$ cat src/rtl/adder_result_buffer_pkg.sv
// rtl/adder_result_buffer_pkg.sv - shared state encoding and result record layout for the adder result buffer
package adder_result_buffer_pkg;

   localparam logic [1:0] ST_EMPTY = 2'd0;
   localparam logic [1:0] ST_ONE   = 2'd1;
   localparam logic [1:0] ST_TWO   = 2'd2;

   typedef enum logic [1:0] {
      S_EMPTY = ST_EMPTY,
      S_ONE   = ST_ONE,
      S_TWO   = ST_TWO
   } skid_state_t;

   localparam int WIDTH_DEF = 4;
   localparam int CNT_W_DEF = 8;

   // Record layout: {ovf, carry, sum[WIDTH-1:0]}
   function automatic int res_w(input int width);
      return width + 2;
   endfunction

   function automatic int carry_pos(input int width);
      return width;
   endfunction

   function automatic int ovf_pos(input int width);
      return width + 1;
   endfunction

endpackage

$ cat src/rtl/adder_result_buffer_skid.sv
// rtl/adder_result_buffer_skid.sv - result_skid_reg: generic two-entry valid/ready skid register
module result_skid_reg
   import adder_result_buffer_pkg::*;
#(
   parameter int W = 6
) (
   input  logic         i_clk,
   input  logic         i_rst,
   input  logic [W-1:0] i_s_tdata,
   input  logic         i_s_tvalid,
   output logic         o_s_tready,
   output logic [W-1:0] o_m_tdata,
   output logic         o_m_tvalid,
   input  logic         i_m_tready
);

   skid_state_t  r_state;
   logic [W-1:0] r_head;
   logic [W-1:0] r_skid;
   logic         r_in_ready;
   logic         r_out_valid;
   logic         w_accept;
   logic         w_pop;

   assign w_accept = i_s_tvalid & r_in_ready;
   assign w_pop    = r_out_valid & i_m_tready;

   // Ready and valid are registered alongside the state so neither path is combinational.
   always_ff @(posedge i_clk or posedge i_rst) begin
      if (i_rst) begin
         r_state     <= S_EMPTY;
         r_head      <= '0;
         r_skid      <= '0;
         r_in_ready  <= 1'b1;
         r_out_valid <= 1'b0;
      end else begin
         case (r_state)
            S_EMPTY: begin
               if (w_accept) begin
                  r_head      <= i_s_tdata;
                  r_state     <= S_ONE;
                  r_out_valid <= 1'b1;
               end
            end
            S_ONE: begin
               if (w_accept && !w_pop) begin
                  r_skid     <= i_s_tdata;
                  r_state    <= S_TWO;
                  r_in_ready <= 1'b0;
               end else if (!w_accept && w_pop) begin
                  r_state     <= S_EMPTY;
                  r_out_valid <= 1'b0;
               end else if (w_accept && w_pop) begin
                  r_head <= i_s_tdata;
               end
            end
            S_TWO: begin
               if (w_pop) begin
                  r_head     <= r_skid;
                  r_state    <= S_ONE;
                  r_in_ready <= 1'b1;
               end
            end
            default: begin
               r_state     <= S_EMPTY;
               r_in_ready  <= 1'b1;
               r_out_valid <= 1'b0;
            end
         endcase
      end
   end

   assign o_s_tready = r_in_ready;
   assign o_m_tdata  = r_head;
   assign o_m_tvalid = r_out_valid;

endmodule

$ cat src/rtl/adder_result_buffer.sv
// rtl/adder_result_buffer.sv - registered two-deep output stage for the ripple adder with sticky flags and counter
// Optional output saturation is compiled in with ADDER_RESULT_SAT_EN.
module adder_result_buffer
   import adder_result_buffer_pkg::*;
#(
   parameter int WIDTH = WIDTH_DEF,
   parameter int CNT_W = CNT_W_DEF
) (
   input  logic             clk,
   input  logic             reset,
   input  logic             in_valid,
   output logic             in_ready,
   input  logic [WIDTH-1:0] in_sum,
   input  logic             in_carry,
   input  logic             in_ovf,
   output logic             out_valid,
   input  logic             out_ready,
   output logic [WIDTH-1:0] out_sum,
   output logic             out_carry,
   output logic             out_ovf,
   input  logic             clear_flags,
   output logic             sticky_carry,
   output logic             sticky_ovf,
   output logic [CNT_W-1:0] result_cnt
);

   localparam int RES_W = res_w(WIDTH);
   localparam int C_POS = carry_pos(WIDTH);
   localparam int V_POS = ovf_pos(WIDTH);

   logic [RES_W-1:0] w_in_res;
   logic [RES_W-1:0] w_head;
   logic [WIDTH-1:0] w_head_sum;
   logic             w_ready;
   logic             w_accept;
   logic             r_sticky_carry;
   logic             r_sticky_ovf;
   logic [CNT_W-1:0] r_cnt;

   assign w_in_res = {in_ovf, in_carry, in_sum};
   assign w_accept = in_valid & w_ready;

   result_skid_reg #(.W(RES_W)) u_skid (
      .i_clk      (clk),
      .i_rst      (reset),
      .i_s_tdata  (w_in_res),
      .i_s_tvalid (in_valid),
      .o_s_tready (w_ready),
      .o_m_tdata  (w_head),
      .o_m_tvalid (out_valid),
      .i_m_tready (out_ready)
   );

   // A set in the same cycle as clear_flags takes priority.
   always_ff @(posedge clk or posedge reset) begin
      if (reset) begin
         r_sticky_carry <= 1'b0;
         r_sticky_ovf   <= 1'b0;
         r_cnt          <= '0;
      end else begin
         if (w_accept && in_carry)  r_sticky_carry <= 1'b1;
         else if (clear_flags)      r_sticky_carry <= 1'b0;
         if (w_accept && in_ovf)    r_sticky_ovf <= 1'b1;
         else if (clear_flags)      r_sticky_ovf <= 1'b0;
         if (w_accept)              r_cnt <= r_cnt + 1'b1;
      end
   end

   assign w_head_sum = w_head[WIDTH-1:0];

`ifdef ADDER_RESULT_SAT_EN
   logic [WIDTH-1:0] w_sat_sum;
   // Sum MSB set with overflow means two positives wrapped negative: clamp to max positive.
   assign w_sat_sum = w_head_sum[WIDTH-1] ? {1'b0, {(WIDTH-1){1'b1}}} : {1'b1, {(WIDTH-1){1'b0}}};
   assign out_sum   = w_head[V_POS] ? w_sat_sum : w_head_sum;
`else
   assign out_sum   = w_head_sum;
`endif

   assign in_ready     = w_ready;
   assign out_carry    = w_head[C_POS];
   assign out_ovf      = w_head[V_POS];
   assign sticky_carry = r_sticky_carry;
   assign sticky_ovf   = r_sticky_ovf;
   assign result_cnt   = r_cnt;

endmodule

$ cat config.mk
export PLATFORM = sky130hd
export DESIGN_NAME = adder_result_buffer
export DESIGN_NICKNAME = d
export VERILOG_FILES = /design/src/rtl/adder_result_buffer_pkg.sv /design/src/rtl/adder_result_buffer_skid.sv /design/src/rtl/adder_result_buffer.sv
export SDC_FILE = /design/constraint.sdc
export NUM_CORES = 1
export LEC_CHECK = 0
export CAP_MARGIN = 30
export CORE_ASPECT_RATIO = 1.1
export CORE_MARGIN = 5
export CORE_UTILIZATION = 52
export DETAILED_ROUTE_END_ITERATION = 8
export GPL_TIMING_DRIVEN = 0
export PLACE_DENSITY = 0.83
export SLEW_MARGIN = 20
export SYNTH_ARGS = -nofsm -noshare
export SYNTH_HDL_FRONTEND = slang
export SYNTH_SLANG_ARGS = --single-unit
$ cat constraint.sdc
create_clock -name clk -period 2.65 [get_ports clk]
set_input_delay 0.53 -clock clk [delete_from_list [all_inputs] [get_ports clk]]
set_output_delay 0.53 -clock clk [all_outputs]
set_load 0.02 [all_outputs]
==> After elaboration in Yosys (flattened, before gate mapping) <==
Cells that the tools add are included.
{ "word_totals": {"register_bits": 26, "latch_bits": 0, "ramBits": 0, "mem_bits_ro": 0, "in_bits": 11, "output_inout_bits": 18, "wordCells": 60, "n_memories": 0} }
{ "classes": {"n_addsub": 1, "multipliers": 0, "n_div": 0, "n_lt_le_gt_ge": 0, "n_eq_ne": 10, "shifts": 0, "n_mux": 21, "bitwise": 4, "n_reduce_logical": 16} }
{ "ops": {"columns": ["op", "n"], "rows": [
  ["$mux W6", 5],
  ["$pmux W6 S3", 1],
  ["$ne A2 B1 Y1 const B", 5],
  ["$add A8 B1 Y8 const B", 1],
  ["$mux W1", 8],
  ["$mux W2", 4],
  ["$pmux W1 S3", 2],
  ["$pmux W2 S3", 1],
  ["$reduce_and A3 Y1", 2],
  ["$reduce_and A6 Y1", 1],
  ["$logic_and A1 B1 Y1", 5],
  ["$ne A2 B2 Y1 const B", 2],
  ["$reduce_and A4 Y1", 1],
  ["$reduce_bool A2 Y1", 2],
  ["$ne A3 B1 Y1 const B", 1],
  ["$reduce_bool A3 Y1", 1],
  ["$and A1 B1 Y1", 2],
  ["$eq A2 B1 Y1 const B", 1],
  ["$eq A2 B2 Y1 const B", 1],
  ["$logic_not A1 Y1", 2],
  ["$logic_not A2 Y1", 1],
  ["$not A1 Y1", 2],
  ["$reduce_and A2 Y1", 1]
]} }

==> Logic depth before layout (Yosys ltp) <==
{ "logic_depth": {"depth_word": 6, "mapped_depth": 6, "mapped_depth_nobuf": 4} }

==> Cells and area by module <==
Synthesis repeated with hierarchy kept, for this count alone.
{ "hier_totals": {"hier_cells": 98, "area_unflattened_um2": 1313.8} }
{ "by_module_without_submodules": {"columns": ["module", "instances", "cells_each", "area_each_um2", "seq_area_each_um2"], "rows": [
  ["result_skid_reg", 1, 61, 879.6, 401.6],
  ["adder_result_buffer", 1, 37, 434.2, 250.2]
]} }

==> Least setup slack after synthesis <==
Ideal clock, no wire load.
{ "synth_path": {"kind": "flip-flop to flip-flop", "from": "register u_skid.r_in_ready, in the netlist u_skid.o_s_tready", "to": "register u_skid.r_skid[0]", "setup_ps": 125, "arrival_time_ps": 1419, "required_ps": 2525, "path_slack_ps": 1106, "stages_incl_launch_ff": 5, "cell_sequence": "dfstp_2 > nand2_1 > nor2_1 > nand3_2 > mux2_2"} }
{ "synth_between": {"elab_chain_cells": 3} }
{ "synth_rtl": {"columns": ["item", "line_no", "rtl"], "rows": [
  ["start: declaration", "adder_result_buffer_skid.sv:20", "logic r_in_ready;"],
  ["start signal: assignment", "adder_result_buffer_skid.sv:34", "r_in_ready <= 1'b1;"],
  ["start signal: assignment", "adder_result_buffer_skid.sv:49", "r_in_ready <= 1'b0;"],
  ["start signal: assignment", "adder_result_buffer_skid.sv:61", "r_in_ready <= 1'b1;"],
  ["$and A1 B1 Y1", "adder_result_buffer_skid.sv:25", "assign w_accept = i_s_tvalid & r_in_ready;"],
  ["$logic_and A1 B1 Y1", "adder_result_buffer_skid.sv:46", "if (w_accept && !w_pop) begin"],
  ["$reduce_and A2 Y1 (no source line)", null, null],
  ["end signal: assignment", "adder_result_buffer_skid.sv:47", "r_skid <= i_s_tdata;"],
  ["end: declaration", "adder_result_buffer_skid.sv:19", "logic [W-1:0] r_skid;"]
]} }
Every way passes these cells.
A chain may end at the register's enable or synchronous reset.

==> Worst setup path in the final report <==
{ "layout_path": {"from": "register u_skid.r_in_ready, in the netlist u_skid.o_s_tready", "to": "output in_ready"} }
{ "layout_rtl": {"columns": ["item", "line_no", "rtl"], "rows": [
  ["end: declaration", "adder_result_buffer.sv:12", "output logic in_ready,"]
]} }
No word-level cell between the ends.

==> impl_metrics.toml <==
[run_status]
status = "finished, final reports clean"

[drt]
vias = 796
viasPerCell = 4.98
routed_wl_um = 2170
ant_nets = 0
first_pass_iters = 3
drc_errors = 0
wl_per_cell_um = 13.5
drt-initial-drc-count = 19

[final_layout]
fin_util_pct = 71.5
area_growth_pct = 33.2
fillCellCount = 168
final_common_cell = "clkdlybuf4s50_1"
mostFrequentLayoutCells = "28 x clkdlybuf4s50_1, 25 x dfrtp_1, 12 x mux2_2"
register_area_um2 = 652
diodes = 0
multi_input_area_um2 = 503
nNetsFinal = 143
drive_gt1_share_pct = 23.8

[placement]
place_congestion = 0.683
port_buffers = 28
hpwl_um = 1650

[setup_path]
worst_ep_arrival_time_ns = 1.50
worst_path_largest_cell_delay_ns = 0.61
startpoint_type = "flop"
crit_family = "buffers and inverters"
endpoint_kind = "output pin"
crit_required_ns = 2.12
crit_buf_inv = 1
path_class = "flop to output pin"
r2r_slack_ns = 0.97
crit_chain = "clkdlybuf4s50_1"
cp_slowest_cell = "clkdlybuf4s50_1"
path_max_fanout = 5

[power]
swShare_pct = 18.1
comb_power_share_pct = 4.3
clkPwrFrac_pct = 38.4
peakVddDrop_mv = 0.468
leakagePower_uw = 0.000741
p_int_uw = 567
seqPwrFrac_pct = 57.3
netSwitchingPower_uw = 125
power.density_nw_per_um2 = 434

[timing]
max_slew_margin_pct = 71.2
tns_ns = 0
finClkSkew_ns = 0.00451
hold_viol_final = 0
max_freq_ghz = 0.493
period_minus_slack_ns = 2.03
finalSetupViolCount = 0
rsz0062_at_grt = "no"
fin_crit_sh_pct = 76.5
worstMarginPinSlew_ns = 0.431
slew_violations = 0

[clock_tree]
cts.sinks = 26
htree_levels = 1
worstSkewPairLatency_ns = 0.31
cts.repair.resized = 0
cts_buffers = 3
tritoncts = "built"
postCtsSetupBuffers = 0
clock-root-buffer = "clkbuf_4"
clock_tree.buffer_depth = 2
hold_buffers = 0
clk_pin_slew_ns = 0.14

[floorplanning]
initial_core_util_pct = 53.7
dieWidth_um = 55.8
io_pins = 29
rows = 18
design.core.area_um2 = 2230
die_area_um2 = 3360
die_h_um = 60.3

[grt]
antenna_found_initial = 0
grt_pass1_vias = 831
grt_usage_pct = 14.6
grt_start_max_net_pins = 19
grt-ovfl-total = 0
grt_first_pass_wirelength_um = 3810

[min_path]
hp-class = "flop to flop"

[yosys]
synth_warnings = 0
synthTopCellsByArea = "dfrtp_1 52%, mux2_2 11%, mux2_4 7.5%"
yosysTopAreaCell = "dfrtp_1"
synth_cells = 97
ys_types = 26
synth_nets = 109
netlist.area_leader.share_pct = 52.2
ys_seq_elements = 26
synth.yosys.seq_area_share_pct = 54.4
synth_area_um2 = 1200
avgSynthCellArea_um2 = 12.3

[run]
cap_viol_max_count = 0
[sequential cells by signal, indices dropped and copies added, names as in the netlist]
| register | flops |
|---|---|
| result_cnt | 8 |
| sticky_carry | 1 |
| u_skid.o_s_tready | 1 |
| u_skid.r_skid | 6 |
| sticky_ovf | 1 |
| u_skid.o_m_tdata | 6 |
| u_skid.r_state | 2 |
| u_skid.o_m_tvalid | 1 |
[metal layers]
metal	GRT usage, %	up-vias	routed length (um)
met1	16.9	378	906
met4	4.17	0	0
met2	26.9	19	1150
met5	0	-	0
li1	-	399	-
met3	4.26	0	112
[cell usage after synthesis]
cell and n:
a21oi_1 4, a21oi_4 1, and2_1 1, and3_1 1, and3_2 1, buf_2 1
buf_6 2, dfrtp_1 25, dfstp_2 1, ha_1 1, inv_1 4, mux2_2 12
mux2_4 6, nand2_1 11, nand2b_1 1, nand3_1 1, nand3_2 1, nand3b_1 1
nand4_1 3, nor2_1 5, nor3_1 1, o21ai_0 4, o21ai_2 1, o22ai_1 1
xnor2_1 5, xor2_1 2
[power groups by stage]
stage	registers [uW]	logic (uW)	clock network [uW]
4_1_cts	397	30.8	275
6_report	397	30.0	266
3_5_place_dp	404	30.9	0
5_1_grt	397	32.9	291
3_3_place_gp	404	25.0	0
2_1_floorplan	404	6.53	0
[through the flow]
step                setup slack (ns)  hold slack (ns)  power, uW  cells  area, um^2
CTS                            0.608            0.483        703    160        1600
floorplan                       1.11            0.479        411     97        1200
finish                         0.622            0.477        693    160        1600
global placement               0.545            0.457        429    155        1520
detailed placement             0.501            0.461        435    156        1540
global route                   0.561            0.501        721    160        1600
[layout make-up]
class / instances / share of cell area [%]
inverters: 4 / 0.941
well taps: 30 / 2.35
repair buffers: 29 / 19.3
clock buffers: 3 / 1.41
flip-flops and latches: 26 / 40.9
plain buffers: 3 / 1.73
clock inverters: 1 / 1.88
multi-input cells: 64 / 31.5
[cell families after synthesis]
kind of cell	count (synthesis)	share of synthesized area [%]
buffers and inverters	7	3.55
XOR/XNOR	7	5.12
AND/OR/NAND/NOR	27	11.1
multiplexers	18	18.8
adder cells (fa/ha/maj)	1	1.04
flip-flops	26	54.4
AO/OA/AOI/OAI	11	5.96
[worst paths after layout]
path / cells past startpoint / end / startpoint
hold reg to reg: 1 / result_cnt[7] / result_cnt[7]
hold / removal: 1 / result_cnt[7] / result_cnt[7]
min in group asynchronous: 2 / result_cnt[7] / reset
max in group asynchronous: 3 / u_skid.r_state[0] / reset
setup reg to reg: 4 / u_skid.r_skid[5] / u_skid.o_s_tready
setup / recovery: 1 / in_ready / u_skid.o_s_tready
(Power assumes the default switching activity.)
